--- config.mk ---
export PLATFORM = sky130hd
export DESIGN_NAME = fetch_stage
export DESIGN_NICKNAME = d
export VERILOG_FILES = /design/src/rtl/fetch_stage.sv
export SDC_FILE = /design/constraint.sdc
export NUM_CORES = 1
export LEC_CHECK = 0
export BUFFER_PORTS_ARGS = -buffer_cell sky130_fd_sc_hd__buf_2
export CORE_AREA = 2 2 131 133
export CTS_CLUSTER_DIAMETER = 30
export DETAILED_ROUTE_END_ITERATION = 8
export DIE_AREA = 0 0 133 135
export GPL_TIMING_DRIVEN = 0
export PLACE_DENSITY = 0.76
export SLEW_MARGIN = 20
export SYNTH_ARGS = -nofsm -noshare
export SYNTH_HDL_FRONTEND = slang
export SYNTH_SLANG_ARGS = --single-unit
--- constraint.sdc ---
create_clock -name SYS_clk -period 5.95 [get_ports SYS_clk]
set_input_delay 1.19 -clock SYS_clk [delete_from_list [all_inputs] [get_ports SYS_clk]]
set_output_delay 1.19 -clock SYS_clk [all_outputs]
set_load 0.01 [all_outputs]
--- src/rtl/fetch_stage.sv ---
// fetch_stage: single-issue instruction fetch with BOOT / RUN / HALT control.
// Drives a combinational word-indexed instruction memory and registers the
// fetched word into the IF/ID pipeline register with 1-cycle latency.
// A redirect outranks stall and halt. Fetching an ECALL delivers it and then
// parks the stage in HALT until the next redirect.
// Optional feature macro FETCH_MISALIGN_TRAP_EN: a misaligned redirect target
// traps into HALT and sets a sticky 'misaligned' output. Without the macro the
// low two target bits are dropped before the PC is loaded.
module fetch_stage #(
    parameter logic [31:0] RESET_PC    = 32'h00000000,
    parameter int          BOOT_CYCLES = 2
) (
    input  logic        SYS_clk,
    input  logic        SYS_reset,
    input  logic        stall,
    input  logic        redirect_valid,
    input  logic [31:0] redirect_target,
    input  logic [31:0] imem_instruction,
    output logic [31:0] imem_pc,
    output logic        if_id_valid,
    output logic [31:0] if_id_pc,
    output logic [31:0] if_id_instruction,
    output logic [31:0] if_id_pc_plus4,
    output logic        halted,
`ifdef FETCH_MISALIGN_TRAP_EN
    output logic        misaligned,
`endif
    output logic [31:0] fetch_count
);

    typedef enum logic [1:0] {
        BOOT = 2'd0,
        RUN  = 2'd1,
        HALT = 2'd2
    } state_t;

    localparam logic [31:0] ECALL     = 32'h00000073;
    localparam logic [7:0]  BOOT_LAST = 8'(BOOT_CYCLES - 1);

    state_t      state_q, state_d;
    logic [7:0]  boot_cnt_q, boot_cnt_d;
    logic [31:0] pc_q, pc_d;
    logic        valid_q, valid_d;
    logic [31:0] ifpc_q, ifpc_d;
    logic [31:0] ifinst_q, ifinst_d;
    logic [31:0] ifpc4_q, ifpc4_d;
    logic [31:0] count_q, count_d;
    logic [31:0] pc_plus4;
    logic [31:0] target;
`ifdef FETCH_MISALIGN_TRAP_EN
    logic        mis_q, mis_d;
    logic        target_mis;
`endif

    // Target as loaded into the PC; the low bits never reach the PC.
    always_comb begin
        target = {redirect_target[31:2], 2'b00};
`ifdef FETCH_MISALIGN_TRAP_EN
        target_mis = |redirect_target[1:0];
`endif
    end

    // Next-state and datapath: redirect > stall > halt/fetch.
    always_comb begin
        state_d    = state_q;
        boot_cnt_d = boot_cnt_q;
        pc_d       = pc_q;
        valid_d    = valid_q;
        ifpc_d     = ifpc_q;
        ifinst_d   = ifinst_q;
        ifpc4_d    = ifpc4_q;
        count_d    = count_q;
`ifdef FETCH_MISALIGN_TRAP_EN
        mis_d      = mis_q;
`endif
        pc_plus4   = pc_q + 32'd4;

        case (state_q)
            BOOT: begin
                // Redirects are ignored while booting; IF/ID stays empty.
                boot_cnt_d = boot_cnt_q + 8'd1;
                if (boot_cnt_q == BOOT_LAST) state_d = RUN;
            end
            RUN, HALT: begin
                if (redirect_valid) begin
                    valid_d = 1'b0;
`ifdef FETCH_MISALIGN_TRAP_EN
                    if (target_mis) begin
                        state_d = HALT;
                        mis_d   = 1'b1;
                    end else begin
                        pc_d    = target;
                        state_d = RUN;
                    end
`else
                    pc_d    = target;
                    state_d = RUN;
`endif
                end else if (!stall) begin
                    if (state_q == HALT) begin
                        valid_d = 1'b0;
                    end else begin
                        valid_d  = 1'b1;
                        ifpc_d   = pc_q;
                        ifinst_d = imem_instruction;
                        ifpc4_d  = pc_plus4;
                        count_d  = count_q + 32'd1;
                        // ECALL is delivered but the PC stays on it.
                        if (imem_instruction == ECALL) state_d = HALT;
                        else                           pc_d    = pc_plus4;
                    end
                end
            end
            default: state_d = BOOT;
        endcase
    end

    // State register with asynchronous reset back into a full BOOT delay.
    always_ff @(posedge SYS_clk or posedge SYS_reset) begin
        if (SYS_reset) begin
            state_q    <= BOOT;
            boot_cnt_q <= 8'd0;
            pc_q       <= RESET_PC;
            valid_q    <= 1'b0;
            ifpc_q     <= 32'd0;
            ifinst_q   <= 32'd0;
            ifpc4_q    <= 32'd0;
            count_q    <= 32'd0;
`ifdef FETCH_MISALIGN_TRAP_EN
            mis_q      <= 1'b0;
`endif
        end else begin
            state_q    <= state_d;
            boot_cnt_q <= boot_cnt_d;
            pc_q       <= pc_d;
            valid_q    <= valid_d;
            ifpc_q     <= ifpc_d;
            ifinst_q   <= ifinst_d;
            ifpc4_q    <= ifpc4_d;
            count_q    <= count_d;
`ifdef FETCH_MISALIGN_TRAP_EN
            mis_q      <= mis_d;
`endif
        end
    end

    // Output mapping; the memory is addressed by word index.
    always_comb begin
        imem_pc           = {2'b00, pc_q[31:2]};
        if_id_valid       = valid_q;
        if_id_pc          = ifpc_q;
        if_id_instruction = ifinst_q;
        if_id_pc_plus4    = ifpc4_q;
        fetch_count       = count_q;
        halted            = (state_q == HALT);
`ifdef FETCH_MISALIGN_TRAP_EN
        misaligned        = mis_q;
`endif
    end

endmodule

==> impl_metrics.json <==
{
  "ys_warn_count": 0,
  "portBuffers": 220,
  "cts_made_buffers": 17,
  "vias_per_cell": 5.529,
  "maxCapViolations": 0,
  "cts_resized": 0,
  "worst_slew_pin_slew_ps": 924.2,
  "fin_crit_ps": 3707,
  "ys_ff_latch": 165,
  "grt_max_degree": 107,
  "maxSlewViolCount": 0,
  "start_util": 0.4656,
  "cts_tree": "yes",
  "powerDensity_nw_per_um2": 502.3,
  "startpoint": "redirect_valid",
  "clk_pin_slew_ps": 60,
  "pwr-share-comb": 0.369,
  "seq_power_share": 0.410,
  "drive_gt1_frac": 0.3698,
  "ys.flop_type": "dfrtp_1",
  "cts_setup_buffers": 0,
  "syn_to_final_growth_pct": 26.04,
  "dieArea_um2": 17960,
  "n_antenna_cell": 0,
  "synth.distinct_cells": 59,
  "grt_antenna_before_repair": 2,
  "reg2reg_from": "state_q[0]",
  "core_area_um2": 16410,
  "cts_buffer_depth": 2,
  "drc": 0,
  "fin_area_um2": 9629,
  "slew_headroom": 0.3791,
  "power.leakage_nw": 4.381,
  "syn_area_um2": 7640,
  "max_freq_mhz": 269.8,
  "rsz0062_at_grt": "no",
  "synth.area.top_cells": "dfrtp_1, mux2_2, xnor2_1",
  "drtAntennaViolNets": 0,
  "synthMostInstantiatedCell": "dfrtp_1",
  "grt_pass1_vias": 6151,
  "nets": 996,
  "finalCritPeriodShare": 0.6230,
  "hp-start": "boot_cnt_q[7]",
  "internal_power_mw": 3.014,
  "yosysTopAreaCell": "dfrtp_1",
  "io_pins": 230,
  "dpl_cell_area_um2": 9070,
  "grt_usage": 0.2465,
  "setup_tns_ps": 0,
  "cts_root_buffer": "clkbuf_16",
  "skew_ps": 8.608,
  "rows": 47,
  "overflow": 0,
  "syn-mean-instance-area_um2": 11.30,
  "htree_levels": 4,
  "die_h_um": 135,
  "clock_sink_count": 165,
  "gp_congestion": 0.8654,
  "start_kind": "input pin",
  "drt_iter0_drc": 450,
  "p_clk_frac": 0.220,
  "hold_viol": 0,
  "critPathArrivalTime_ps": 4000,
  "wl_per_cell_um": 18.75,
  "worst_hold_path.num_cells": 1,
  "grt_pass1_wl_mm": 33.81,
  "vdd_drop_max_v": 0.0002254,
  "synth.top_cell.area_share": 0.5405,
  "status": "completed",
  "syn_inst": 676,
  "die_w_um": 133,
  "dp_hpwl_mm": 15.94,
  "r2r.worst_path.cells": 7,
  "vias": 6375,
  "clock_latency_ps": 430,
  "synthTopCellsByCount": "dfrtp_1, mux2_2, nor2_1",
  "n_fill_cell": 1452,
  "hold_class": "flip-flop to flip-flop",
  "hold_buffers": 0,
  "ys_seq_area_frac": 0.5405,
  "p_switching_mw": 1.823,
  "end_kind": "flip-flop",
  "dr.pass1.iters": 7,
  "swShare": 0.3768,
  "worstPathRequired_ps": 6240,
  "postSynth.asyncResetShare": 1.000,
  "critical_path_class": "input pin to flip-flop",
  "final-setup-viol-count": 0,
  "synth_enable_flop_cells": 0,
  "cp_max_fo": 10,
  "finalWirelength_mm": 21.62
}
## cell type report
type,count,area [µm²],share of cell area
buffer,42,191.4,0.01988
sequential,165,4129,0.4288
clock buffer,23,457.9,0.04756
clock inverter,8,101.3,0.01052
inverter,11,48.80,0.005068
multi-input combinational,463,3297,0.3424
timing repair buffer,221,1129,0.1172
tap,220,275.3,0.02859
## metal layers
| layer | track usage | vias up | wire length [µm] |
|---|---|---|---|
| li1 | - | 2923 | - |
| met1 | 0.3268 | 3115 | 9020 |
| met3 | 0.06944 | 37 | 1938 |
| met2 | 0.3906 | 296 | 10190 |
| met4 | 0.08662 | 4 | 450 |
| met5 | 0 | - | 25 |
## cells in the final DEF (no fill, tap or decap), types with 5 or more instances in the layout
master,n
conb_1,6
nand2_1,41
o211ai_1,16
o22ai_1,6
inv_1,10
dfrtp_1,165
o21ai_0,7
nor4_1,7
and4_1,7
nor2_1,62
xor2_1,31
buf_4,6
ha_1,7
o311ai_0,11
buf_2,227
xnor2_1,34
nand4_1,24
clkbuf_16,17
a21oi_1,32
mux2_2,64
a211oi_1,5
clkbuf_1,30
and3_1,12
nor3_1,12
and2_1,5
nand3_1,24
a311oi_1,9
## power groups by stage
| stage | clock network, mW | logic [mW] | registers (mW) |
|---|---|---|---|
| detailed placement | 0 | 1.80 | 1.99 |
| CTS | 1.09 | 1.80 | 1.98 |
| global placement | 0 | 1.76 | 1.98 |
| floorplan | 0 | 0.859 | 2.12 |
| finish | 1.07 | 1.79 | 1.98 |
| global route | 1.14 | 1.96 | 2.05 |
## logic make-up (layout without fill, tap and decap cells)
family,count (synthesis),in the layout,synth area share
multiplexers,65,65,0.09564
XOR/XNOR,65,65,0.07452
flip-flops,165,165,0.5405
AO/OA/AOI/OAI,101,101,0.09270
other,1,6,0.0004908
adder cells (fa/ha/maj),7,7,0.01146
buffers and inverters,53,305,0.03046
AND/OR/NAND/NOR,219,219,0.1543
## sequential cells by signal, indices dropped and copies added (netlist names)
signal / cells
if_id_pc_plus4: 30
fetch_count: 32
if_id_instruction: 32
pc_q: 30
if_id_valid: 1
boot_cnt_q: 8
if_id_pc: 30
state_q: 2
## critical path: stages
cell and delay, ps:
clkbuf_1 200, nor4b_4 660, clkbuf_1 680, clkbuf_1 710, clkbuf_1 420, a21oi_1 120
## stage by stage
stage	hold WS, ps	power (mW)	util	setup slack, ps	instances
2_1_floorplan	434.5	2.980	-	298.3	681
3_3_place_gp	453.7	3.735	0.5507	-1598	1121
3_5_place_dp	465.8	3.791	0.5528	1784	1122
4_1_cts	478.8	4.874	0.5869	2248	1153
5_1_grt	504.9	5.147	0.5869	2049	1153
6_report	479.9	4.837	0.5869	2243	1153
## final timing paths
kind,to,slack [ps]
max,if_id_pc_plus4[19],2240
min,boot_cnt_q[7],480
max reg2reg,if_id_pc_plus4[19],2510
min reg2reg,boot_cnt_q[7],480
max in group asynchronous,if_id_pc_plus4[3],4300
min in group asynchronous,fetch_count[17],790
Power figures use the tool's default switching activity.
